===== src/rtl/me_pkg.sv =====
// Shared definitions for the integer motion estimation back end: default
// widths, the selector FSM states and the coding-block (abs_Control) indices.
package me_pkg;

    localparam int DEF_SAD_W = 16;
    localparam int DEF_COL_W = 5;
    localparam int DEF_ROW_W = 7;

    localparam int NUM_CB = 4;

    // Sub-block indices follow the PE array controller's abs_Control encoding.
    localparam logic [1:0] CB1 = 2'd0;
    localparam logic [1:0] CB2 = 2'd1;
    localparam logic [1:0] CB3 = 2'd2;
    localparam logic [1:0] CB4 = 2'd3;

    localparam logic [1:0] FIRST_CB = CB1;
    localparam logic [1:0] LAST_CB  = CB4;

    localparam logic [DEF_SAD_W-1:0] SAD_INIT = '1;

    typedef enum logic [1:0] {
        IDLE   = 2'd0,
        ACCUM  = 2'd1,
        OUTPUT = 2'd2
    } state_e;

endpackage


===== src/rtl/sad_min_entry.sv =====
// One sub-block's running best candidate: minimum SAD, its column/row and a
// hit flag. The read port shows next-state values so same-cycle updates are seen.
module sad_min_entry
    import me_pkg::*;
#(
    parameter int SAD_W = DEF_SAD_W,
    parameter int COL_W = DEF_COL_W,
    parameter int ROW_W = DEF_ROW_W
) (
    input  logic             clk,
    input  logic             rst,
    input  logic             clr,
    input  logic             wr_en,
    input  logic [SAD_W-1:0] sad_in,
    input  logic [COL_W-1:0] col_in,
    input  logic [ROW_W-1:0] row_in,
    output logic [SAD_W-1:0] rd_sad,
    output logic [COL_W-1:0] rd_col,
    output logic [ROW_W-1:0] rd_row,
    output logic             rd_hit
);

    logic [SAD_W-1:0] best_sad_q, best_sad_d;
    logic [COL_W-1:0] best_col_q, best_col_d;
    logic [ROW_W-1:0] best_row_q, best_row_d;
    logic             hit_q, hit_d;

    // NOTE: every variable gets a default before any branch, so no latch is inferred.
    always_comb begin
        best_sad_d = best_sad_q;
        best_col_d = best_col_q;
        best_row_d = best_row_q;
        hit_d      = hit_q;
        if (clr) begin
            best_sad_d = '1;
            best_col_d = '0;
            best_row_d = '0;
            hit_d      = 1'b0;
        end else if (wr_en) begin
            hit_d = 1'b1;
            // Strict compare: on a tie the earlier candidate is kept.
            if (sad_in < best_sad_q) begin
                best_sad_d = sad_in;
                best_col_d = col_in;
                best_row_d = row_in;
            end
        end
    end

    // NOTE: sequential state uses non-blocking assignments only; these few
    // registers are reset explicitly because their init value is architectural.
    always_ff @(posedge clk) begin
        if (rst) begin
            best_sad_q <= '1;
            best_col_q <= '0;
            best_row_q <= '0;
            hit_q      <= 1'b0;
        end else begin
            best_sad_q <= best_sad_d;
            best_col_q <= best_col_d;
            best_row_q <= best_row_d;
            hit_q      <= hit_d;
        end
    end

    assign rd_sad = best_sad_d;
    assign rd_col = best_col_d;
    assign rd_row = best_row_d;
    assign rd_hit = hit_d;

endmodule


===== src/rtl/sad_min_select.sv =====
// Tracks the minimum SAD and motion vector for the four 16x16 sub-blocks of a
// 32x32 CU, then streams the four results out over a valid/ready handshake.
module sad_min_select
    import me_pkg::*;
#(
    parameter int SAD_W = DEF_SAD_W,
    parameter int COL_W = DEF_COL_W,
    parameter int ROW_W = DEF_ROW_W
) (
    input  logic             clk,
    input  logic             rst,
    input  logic             start,
    input  logic             sad_valid,
    input  logic [SAD_W-1:0] sad_in,
    input  logic [1:0]       cb_id,
    input  logic [COL_W-1:0] col,
    input  logic [ROW_W-1:0] row,
    input  logic             search_done,
    output logic             busy,
    output logic             out_valid,
    input  logic             out_ready,
    output logic [1:0]       out_cb,
    output logic [SAD_W-1:0] out_sad,
    output logic [COL_W-1:0] out_col,
    output logic [ROW_W-1:0] out_row,
    output logic             out_hit,
    output logic             out_last,
    output logic             drop_err
);

    state_e           state_q, state_d;
    logic             out_valid_q, out_valid_d;
    logic [1:0]       out_cb_q, out_cb_d;
    logic [SAD_W-1:0] out_sad_q, out_sad_d;
    logic [COL_W-1:0] out_col_q, out_col_d;
    logic [ROW_W-1:0] out_row_q, out_row_d;
    logic             out_hit_q, out_hit_d;
    logic             out_last_q, out_last_d;
    logic             drop_err_q, drop_err_d;

    logic             clr;
    logic             acc_wr;

    logic [SAD_W-1:0] ent_sad [NUM_CB];
    logic [COL_W-1:0] ent_col [NUM_CB];
    logic [ROW_W-1:0] ent_row [NUM_CB];
    logic             ent_hit [NUM_CB];

    for (genvar i = 0; i < NUM_CB; i++) begin : g_entry
        sad_min_entry #(
            .SAD_W (SAD_W),
            .COL_W (COL_W),
            .ROW_W (ROW_W)
        ) u_entry (
            .clk    (clk),
            .rst    (rst),
            .clr    (clr),
            .wr_en  (acc_wr && (cb_id == 2'(i))),
            .sad_in (sad_in),
            .col_in (col),
            .row_in (row),
            .rd_sad (ent_sad[i]),
            .rd_col (ent_col[i]),
            .rd_row (ent_row[i]),
            .rd_hit (ent_hit[i])
        );
    end

    always_comb begin
        state_d    = state_q;
        out_cb_d   = out_cb_q;
        drop_err_d = drop_err_q;
        clr        = 1'b0;
        acc_wr     = 1'b0;

        unique case (state_q)
            IDLE: begin
                if (start) begin
                    clr     = 1'b1;
                    state_d = ACCUM;
                end
            end
            ACCUM: begin
                if (start) begin
                    clr = 1'b1;
                end else begin
                    acc_wr = sad_valid;
                    if (search_done) begin
                        state_d  = OUTPUT;
                        out_cb_d = FIRST_CB;
                    end
                end
            end
            OUTPUT: begin
                if (out_valid_q && out_ready) begin
                    if (out_cb_q == LAST_CB) begin
                        state_d  = IDLE;
                        out_cb_d = FIRST_CB;
                    end else begin
                        out_cb_d = out_cb_q + 2'd1;
                    end
                end
            end
            default: state_d = IDLE;
        endcase

        if (clr) begin
            drop_err_d = 1'b0;
        end
        if (sad_valid && (state_q != ACCUM)) begin
            drop_err_d = 1'b1;
        end

        // Payload is loaded from entry next-state so a SAD arriving with
        // search_done is already reflected in the first beat.
        out_valid_d = (state_d == OUTPUT);
        out_sad_d   = '0;
        out_col_d   = '0;
        out_row_d   = '0;
        out_hit_d   = 1'b0;
        out_last_d  = 1'b0;
        if (out_valid_d) begin
            out_sad_d  = ent_sad[out_cb_d];
            out_col_d  = ent_col[out_cb_d];
            out_row_d  = ent_row[out_cb_d];
            out_hit_d  = ent_hit[out_cb_d];
            out_last_d = (out_cb_d == LAST_CB);
        end
    end

    always_ff @(posedge clk) begin
        if (rst) begin
            state_q     <= IDLE;
            out_valid_q <= 1'b0;
            out_cb_q    <= '0;
            out_sad_q   <= '0;
            out_col_q   <= '0;
            out_row_q   <= '0;
            out_hit_q   <= 1'b0;
            out_last_q  <= 1'b0;
            drop_err_q  <= 1'b0;
        end else begin
            state_q     <= state_d;
            out_valid_q <= out_valid_d;
            out_cb_q    <= out_cb_d;
            out_sad_q   <= out_sad_d;
            out_col_q   <= out_col_d;
            out_row_q   <= out_row_d;
            out_hit_q   <= out_hit_d;
            out_last_q  <= out_last_d;
            drop_err_q  <= drop_err_d;
        end
    end

    assign busy      = (state_q != IDLE);
    assign out_valid = out_valid_q;
    assign out_cb    = out_cb_q;
    assign out_sad   = out_sad_q;
    assign out_col   = out_col_q;
    assign out_row   = out_row_q;
    assign out_hit   = out_hit_q;
    assign out_last  = out_last_q;
    assign drop_err  = drop_err_q;

endmodule


===== config.mk =====
export PLATFORM = sky130hd
export DESIGN_NAME = sad_min_select
export DESIGN_NICKNAME = d
export VERILOG_FILES = /design/src/rtl/me_pkg.sv /design/src/rtl/sad_min_entry.sv /design/src/rtl/sad_min_select.sv
export SDC_FILE = /design/constraint.sdc
export NUM_CORES = 1
export LEC_CHECK = 0
export CORE_UTILIZATION = 40
export DETAILED_ROUTE_END_ITERATION = 10
export DONT_BUFFER_PORTS = 1
export PLACE_DENSITY = 0.59
export REMOVE_ABC_BUFFERS = 1
export SYNTH_ARGS = -nofsm -noshare
export SYNTH_HDL_FRONTEND = slang
export SYNTH_SLANG_ARGS = --single-unit
export TNS_END_PERCENT = 5

===== constraint.sdc =====
create_clock -name clk -period 2.65 [get_ports clk]
set_clock_uncertainty 0.1 [all_clocks]
set_input_delay 0.1325 -clock clk [delete_from_list [all_inputs] [get_ports clk]]
set_output_delay 0.1325 -clock clk [all_outputs]
set_load 0.02 [all_outputs]

---- Word-level counts from Yosys, hierarchy flattened ----
Cells that the tools add are included.
storage, ports and cells
  memories ................................ 0
  latch bits .............................. 0
  memory bits (read-only) ................. 0
  bits of input ports ..................... 36
  memory bits (writable) .................. 0
  output and inout bits ................... 35
  flip-flop bits (word level) ............. 152
operators by class
  shifts and indexed selects .............. 0
  divide/modulo/power cells ............... 0
  add/subtract/negate cells ............... 1
  order comparisons ....................... 5
  reduce and logical (&&, ||, !) cells .... 12
  muxes and demuxes ....................... 73
  multipliers ............................. 0
  equal/unequal tests ..................... 9
  bitwise operators ....................... 2
operators with widths
  cell                 count
  $mux 16              14
  $mux 7               14
  $mux 5               14
  $lt 16x16->1         4
  $bmux 16 s2          1
  $mux 2               9
  $mux 1               16
  $bmux 7 s2           1
  $eq 2x2->1 const B   6
  $bmux 5 s2           1
  $logic_and 1x1->1    6
  $pmux 2 s3           1
  $eq 2x1->1 const B   2
  $logic_not 2->1      2
  $pmux 2 s2           1
  $reduce_bool 2->1    2
  $reduce_or 2->1      2
  $ge 3x3->1 const B   1
  $not 2->3            1
  $add 2x1->2 const B  1
  $bmux 1 s2           1
  $ne 2x1->1 const B   1
  $not 1->1            1

---- Longest topological paths before layout ----
Gate-level depths: netlist (run 1).
  word-level depth ........................ 8
  gate-level depth with buffers ........... 12
  depth with buffers taken out ............ 10

---- By module ----
From an unflattened synthesis (run 1), not the netlist that was laid out.
second synthesis, totals
  cells, all modules ...................... 1073
  area, all modules ....................... 9522.9 µm²
by module, submodules not included
  module          area an instance (µm²)  instances  cells an instance
  sad_min_entry   1861.8                  4          204
  sad_min_select  2075.7                  1          257

---- Worst setup path after synthesis (run 1) ----
Ideal clock, no wire load.
  path type ............................... register to register
  start ................................... reg state_q[0]
  end ..................................... reg out_row_q[1] (netlist: out_row[1])
  cell stages (with the launch flop) ...... 13
  library setup time ...................... 0.128 ns
  setup slack ............................. 0.201 ns
  buffers on the path ..................... 2
  data arrival time ....................... 2.221 ns
  clock period less this slack ............ 2.449 ns
  cells stage by stage .................... dfxtp_1 inv_1 ha_1 and3_1 a22o_1 a22oi_2 and2b_1 buf_4 nand2_1 buf_2 o22ai_1 a21oi_1 o21ai_1
on the way
  word-level cells in the longest chain between the ends .. 8
  elaborated cells between the ends (all ways) .. 32
ends and longest elaborated chain
  element                                    line                   source
  start: declaration                         sad_min_select.sv:31   state_e state_q, state_d;
  start signal: assignment                   sad_min_select.sv:143  state_q <= state_d;
  $eq 2x1->1                                 sad_min_select.sv:76   unique case (state_q)
  $mux 1                                     sad_min_select.sv:76
  $logic_and 1x1->1                          sad_min_select.sv:58   .wr_en (acc_wr && (cb_id == 2'(i))),
  $mux 7                                     sad_min_entry.sv:39    end else if (wr_en) begin
  $mux 7                                     sad_min_entry.sv:34    if (clr) begin
  $bmux 7 s2                                 sad_min_select.sv:125  out_row_d = ent_row[out_cb_d];
  $mux 7 (not written as such) (2 in a row)  sad_min_select.sv:125
  end signal: assignment                     sad_min_select.sv:148  out_row_q <= out_row_d;
  end: declaration                           sad_min_select.sv:36   logic [ROW_W-1:0] out_row_q, out_row_d;
Parallel ways exist; a longest one is shown, timed or not. The select of a mux whose other input is x is not followed.
A chain may end at the register's enable or synchronous reset.

---- Worst setup path after layout (run 1) ----
  start ................................... reg g_entry[0].u_entry.best_sad_q[14]
  end ..................................... reg out_col_q[1] (netlist: out_col[1])
on the way
  word-level cells in the longest chain between the ends .. 7
ends and longest elaborated chain
  element                                    line                   source
  start: declaration                         sad_min_entry.sv:23    logic [SAD_W-1:0] best_sad_q, best_sad_d;
  start signal: assignment                   sad_min_entry.sv:59    best_sad_q <= best_sad_d;
  $lt 16x16->1                               sad_min_entry.sv:42    if (sad_in < best_sad_q) begin
  $mux 5                                     sad_min_entry.sv:42
  $mux 5                                     sad_min_entry.sv:39
  $mux 5                                     sad_min_entry.sv:34
  $bmux 5 s2                                 sad_min_select.sv:124  out_col_d = ent_col[out_cb_d];
  $mux 5 (not written as such) (2 in a row)  sad_min_select.sv:124
  end signal: assignment                     sad_min_select.sv:147  out_col_q <= out_col_d;
  end: declaration                           sad_min_select.sv:35   logic [COL_W-1:0] out_col_q, out_col_d;
Every way passes these cells. The select of a mux whose other input is x is not followed.

==> results.md, run 1 <==
* Total clock sinks at about 150
* R2R depth at 11
* CP max-delay cell: a22oi_2
* # H-tree levels at 4
* Clock Pin Slew Worst Setup and Hold Paths at 0.07 ns
* Worst setup EP type: flip-flop
* Clk Latency, worst-skew pair at 0.43 ns
* DP HPWL at 13.18 mm
* CP Depth at 11
* Pins Over Slew Limit at 0
* CTS Buffer Depth at 2
* Slowest stage delay, CP at 0.43 ns
* Via density at 5.456
* Root Driver: clkbuf_16
* Starting density of the core at 0.4070
* WS Path Type: reg -> reg
* Vias in the first global route at 6021
* Predominant post-synthesis flop cell: dfxtp_1
* Core region area at 18640 sq um
* Critical path data required time at 2.87 ns
* Top-count cell post-synth: dfxtp_1
* TritonCTS buffer count at 17
* Mapped Area at between 7000 and 8000 sq um
* Util after Layout at 0.5279
* GP Congestion at just under 0.8
* Area delta synth->final at 29.72%
* Post-synth ARST share at 0
* Setup_tns at 0 ns
* Placed Area at 8204 sq um
* I/O pins at 71
* Relative slew slack at 0.6571
* Pleak at around 0.0048 uW
* Fin crit share at 0.9813
* Unrepaired setup endpoints after global routing: yes
* Initial antenna violation count at 0
* Top delay family on crit path: compound AO/OA/AOI/OAI gates
* Post-Syn Instances at around 840
* First-pass GRT wire length at 33.08 mm
* Global route total overflow at 0
* Die area at 19520 sq um
* DRT antenna net count at 0
* Pwr Density at about 520 nW/um^2
* Post-synthesis cell type count at 59
* Startpoint Class: flip-flop
* Fmax at between 0.3 and 0.4 GHz
* Max Cap Viol at 0
* Total power at slightly above 5000 uW
* Tightest Pin Transition at 0.5144 ns
* Status: completed
* Yosys top cell area share at 0.4011
* Final setup viols at 0
* Initial drt markers at 454
* CTS tree: yes
* Mean Syn Cell Area at 9.087 sq um
* Ratio of cells with drive above 1 in the final layout at 0.2291
* Crit-path max FO at 6
* Largest net degree at the start of global routing at 40
* CP bufs+invs at 3
* Top post-synthesis cells by count: dfxtp_1, mux2i_1, nand2_1, nor2_1, inv_1
* Number of synthesized flops with an enable pin at 0
* Final layout net count at 1022
* Dominant cell type by area after synthesis: dfxtp_1
* DIE WIDTH at 139.7 um
* Row Count at 50
* WL per Instance at 18.40 um
* Die Y at 139.7 um
* First-pass DRT Iterations at 5
* Gr usage total at 0.2174
* Worst vdd rail ir drop at 0.0004302 V
* Cells on Worst Hold Path at 3
* Top cells by area, synth: dfxtp_1, mux2i_1, ha_1
* Via count at roughly 6400
* Synth warn at 0
* Residual DRC at 0
* Crit-path cells: inv_1 -> ha_1 -> o21ai_2 -> nor2_2 -> nor4_4 -> buf_4 -> a22oi_2 -> buf_6 -> mux2_2 -> a21oi_1 -> o21ai_1
* # diodes at 0
* Final Instance Area at roughly 9800 sq um
* Synthesized flop and latch total at 152
* Register area share after synthesis at 0.4011
* Hold Crit Class: in -> reg
* Crit path time final at 2.600 ns
* Crit path DAT at approximately 2.8 ns
* PortBufs at 0
* Final Hold Fails at 0
* Routed WL at approximately 21 mm
## tightest hold or removal path, stage by stage
cell and delay (ns):
nand4_1 0.13, nor2b_1 0.19, nor2_1 0.05
## power by group
part | internal [uW] | switching, uW
clock | 1260 | 1080
sequential | 2310 | 23.3
combinational | 187 | 266
## sequential cells by signal, indices dropped and copies added, names as in the netlist
register / flops
state_q: 2
drop_err: 1
out_sad: 16
g_entry.u_entry.hit_q: 4
out_col: 5
out_last: 1
g_entry.u_entry.best_row_q: 28
out_valid: 1
out_row: 7
out_hit: 1
g_entry.u_entry.best_col_q: 20
g_entry.u_entry.best_sad_q: 64
out_cb: 2
## logic make-up (layout without fill, tap and decap cells)
logic type / after synthesis / after routing / synth area share
and+or+nand+nor: 208 / 208 / 0.1252
AOI/OAI and AO/OA: 199 / 199 / 0.1672
DFF: 152 / 152 / 0.4011
buffers and inverters: 112 / 210 / 0.06629
muxes: 98 / 99 / 0.1319
adders and majority gates: 65 / 65 / 0.1072
xor gates and xnor gates: 1 / 1 / 0.001155
## through the flow
step / cells / worst slack (ns) / hold WS, ns
final: 1168 / 0.04957 / 0.02459
after global routing: 1168 / -0.06276 / 0.05793
after CTS: 1148 / -0.02785 / -0.2850
after detailed placement: 1080 / -0.08934 / 0.1085
after global placement: 1080 / -0.06872 / 0.1081
after floorplan: 790 / -2.230 / 0.1042
## cell type report
cell class / instances / area [sq um]
Clock buffer: 18 / 439.2
Clock inverter: 14 / 128.9
Fill cell: 1680 / 8801
Multi-Input combinational cell: 572 / 4534
Tap cell: 234 / 292.8
Timing Repair Buffer: 111 / 1132
Sequential cell: 152 / 3063
Inverter: 67 / 251.5
## path summary, 6_finish.rpt
path              slack [ns]                        to                               from
hold / removal          0.02  g_entry[3].u_entry.hit_q                           cb_id[0]
setup / recovery        0.05                out_col[1]  g_entry[0].u_entry.best_sad_q[14]
hold reg to reg         0.36  g_entry[3].u_entry.hit_q           g_entry[3].u_entry.hit_q
setup reg to reg        0.05                out_col[1]  g_entry[0].u_entry.best_sad_q[14]
## timing repair
| item | 4_1_cts | 5_1_grt |
|---|---|---|
| hold buffers | 35 | 3 |
| gates cloned | 0 | 4 |
| hold endpoints to repair | 151 | 6 |
| pin swaps | 0 | 24 |
| gates resized for setup | 7 | 121 |
| buffers inserted | 1 | 13 |
| endpoints found under the setup margin | 27 | 66 |
## per-layer routing
layer | GRT usage | part of all wire | wire length, um
met5 | 0 | 0 | 0
met4 | 0.07172 | 0.025 | 543
met3 | 0.06228 | 0.060 | 1289
met2 | 0.3337 | 0.46 | 9822
met1 | 0.2918 | 0.46 | 9836
## cells in the final DEF, fill, tap and decap left out, types with 7 or more instances in the layout
cell,netlist,final
a21oi_1,46,36
a21oi_2,0,10
and2_1,13,12
buf_12,0,10
buf_4,9,54
clkbuf_16,0,20
dfxtp_1,152,136
dfxtp_2,0,16
dlygate4sd3_1,0,38
ha_1,65,60
inv_1,66,63
inv_6,0,7
mux2_4,1,9
mux2i_1,85,69
mux2i_2,0,8
mux2i_4,0,8
nand2_1,80,78
nor2_1,68,65
o211ai_1,16,16
o21ai_0,57,38
o21ai_1,19,32
o221ai_1,15,11
o22ai_1,12,12
or3_1,15,15
Note: power is estimated with default switching activity, not from simulation.
==> run 2, diff against run 1 <==
- clock period: 2.65 -> 3.1 ns (I/O delays scaled with it)
==> run 2 against run 1 <==
  * First-iteration DRC count is 9.5% lower
  * Largest power group unchanged
  * Sequential cell count stayed put
  * Fmax down 9.7%
  * Sequential share of layout area grew 3.3 points
  * Hold slack better by 0.013 ns
  * Register-to-register slack better by 0.17 ns
  * Total power down 15%
  * Highest routed layer unchanged
  * Global-route usage decreased by 0.14 points
  * Largest cell class unchanged
==> results.md, run 2 (synthesized netlist as in run 1, its figures left out) <==
* Post-CTS Resized at 0 (-7)
* Ratio of cells with drive above 1 in the final layout at 0.09659 (-0.1325)
* Final layout net count at 968 (-5.3%)
* First-pass GRT wire length at 32.67 mm (-1.2%)
* P_int at 3250 uW (-13%)
* Residual DRC at 0 (unchanged)
* Commonest non-fill, non-tap cells in the layout: dfxtp_1, mux2i_1, nand2_1, nor2_1, inv_1
* Pleak at 0.004437 uW (-6.7%)
* Post-route insts no fill at 1115 (-4.5%)
* Crit-path cells: inv_1 -> ha_1 -> inv_1 -> o221ai_2 -> a2111oi_4 -> and2b_1 -> nand2_1 -> o21ai_0 -> a21oi_1 -> o21ai_0
* Sw Share at 0.2505 (-0.01699)
* Via density at 5.462 (+0.10%)
* PortBufs at 0 (unchanged)
* First-pass DRT Iterations at 6 (+1)
* Fill count at 1789 (+6.5%)
* Vias in the first global route at 6000 (-0.35%)
* Largest net degree at the start of global routing at 60 (+50%)
* DRT antenna net count at 0 (unchanged)
* Status: completed
* Pre-CTS WS at 0.2950 ns (+0.3843 ns)
* DP HPWL at 12.62 mm (-4.3%)
* Clk Latency, worst-skew pair at 0.43 ns (about the same)
* Fmax at 0.3472 GHz (-9.7%)
* Via count at 6090 (-4.4%)
* Initial antenna violation count at 1 (+1)
* Tightest Pin Transition at 0.6367 ns (+0.1222 ns)
* Crit-path max FO at 15 (+9)
* Hold Crit Class: in -> reg
* # H-tree levels at 4 (unchanged)
* Clock power frac at 0.467 (+0.010)
* Register area at 3043 sq um (-0.65%)
* Placed cell count at 1048 (-3.0%)
* Worst setup EP type: flip-flop
* CP max-delay cell: nand2_1
* Placed Area at 7926 sq um (-3.4%)
* Startpoint Class: flip-flop
* WS Path Type: reg -> reg
* TritonCTS buffer count at 17 (unchanged)
* Min Hold Slack at 0.03796 ns (+0.01337 ns)
* I/O pins at 71 (unchanged)
* Top Registers: g_entry.u_entry.best_sad_q x64, g_entry.u_entry.best_row_q x28, g_entry.u_entry.best_col_q x20
* Pwr Density at 490.6 nW/um^2 (-5.8%)
* Comb power frac at 0.074 (-0.014)
* Cts hold-fix bufs at 34 (-2.9%)
* Global route total overflow at 0 (unchanged)
* Crit path time final at 2.880 ns (+0.2794 ns)
* Die Y at 139.7 um (unchanged)
* GP Congestion at 0.7968 (+1.1%)
* Die area at 19520 sq um (unchanged)
* NetSw at 1086 uW (-21%)
* Clock Pin Slew Worst Setup and Hold Paths at 0.07 ns (about the same)
* Total clock sinks at 152 (unchanged)
* Gr usage total at 0.2159 (-0.001441)
* Area delta synth->final at 16.51%
* Core region area at 18640 sq um (unchanged)
* Crit path DAT at 3.12 ns (+0.29 ns)
* Worst vdd rail ir drop at 0.0003249 V (-24%)
* Pins Over Slew Limit at 0 (unchanged)
* Slowest stage delay, CP at 0.43 ns (about the same)
* Worst Slack Setup Final at 0.2201 ns (+0.1706 ns)
* Critical path data required time at 3.34 ns (+0.47 ns)
* Post-CTS setup buffer count at 0 (-1)
* Commonest non-fill, non-tap cell in the layout: dfxtp_1
* Routed WL at 20.09 mm (-6.5%)
* Number of flip-flops under the largest register name at 64 (unchanged)
* Relative slew slack at 0.5745 (-0.08252)
* Row Count at 50 (unchanged)
* Register share of total power at 0.459 (+0.004)
* CTS Buffer Depth at 2 (unchanged)
* Total power at 4337 uW (-15%)
* Initial drt markers at 411 (-9.5%)
* CTS tree: yes
* Max Cap Viol at 0 (unchanged)
* DIE WIDTH at 139.7 um (unchanged)
* Top reg by flops: g_entry.u_entry.best_sad_q
* Final setup viols at 0 (unchanged)
* Final Hold Fails at 0 (unchanged)
* Final Instance Area at 8840 sq um (-10%)
* Fin crit share at 0.9290 (-0.05230)
* Unrepaired setup endpoints after global routing: no
* WL per Instance at 18.02 um (-2.1%)
* Starting density of the core at 0.4070 (unchanged)
* R2r setup slk at 0.22 ns (+0.17 ns)
* Multi-input logic area at 4084 sq um (-9.9%)
* Root Driver: clkbuf_16
[run 2: cell type report]
cell class	instances	area share
diodes	1	0.0002831
clock buffers	20	0.05166
clock inverters	12	0.01288
inverters	67	0.02845
multi-input cells	571	0.4620
flip-flops and latches	152	0.3442
well taps	234	0.03312
repair buffers	58	0.06737
[run 2: power by group through the flow]
stage	Combinational (uW)	Clock, uW	Sequential (uW)
2_1_floorplan	180	0	2030
3_3_place_gp	256	0	2030
3_5_place_dp	257	0	2030
4_1_cts	320	2050	1990
5_1_grt	356	2140	1990
6_report	322	2020	1990
[run 2: metal layers]
metal  vias up  wire [um]  GRT usage
li1       3006          -          -
met1      2915       9792     0.2918
met2       142       8936     0.3371
met3        27       1007    0.04990
met4         0        356    0.07287
met5         -          0          0
[run 2: worst paths after layout]
check / start / endpoint / cells past startpoint
worst min-delay path: cb_id[0] / g_entry[0].u_entry.hit_q / 4
worst max register to register: state_q[0] / out_sad[4] / 10
worst min register to register: g_entry[1].u_entry.hit_q / g_entry[1].u_entry.hit_q / 2
worst max-delay path: state_q[0] / out_sad[4] / 10
[run 2: worst max-delay path: cells and delay by family (launching register included)]
family | cells | cell delay [ns]
AO/OA/AOI/OAI | 5 | 1.08
adder cells (fa/ha/maj) | 1 | 0.24
flip-flops | 1 | 0.37
AND/OR/NAND/NOR | 2 | 0.70
buffers and inverters | 2 | 0.30
[run 2: through the flow]
step	util	TNS, ns
floorplan	-	-127.55
global placement	0.4252	0
detailed placement	0.4252	0
CTS	0.4740	0
global route	0.4742	0
finish	0.4742	0
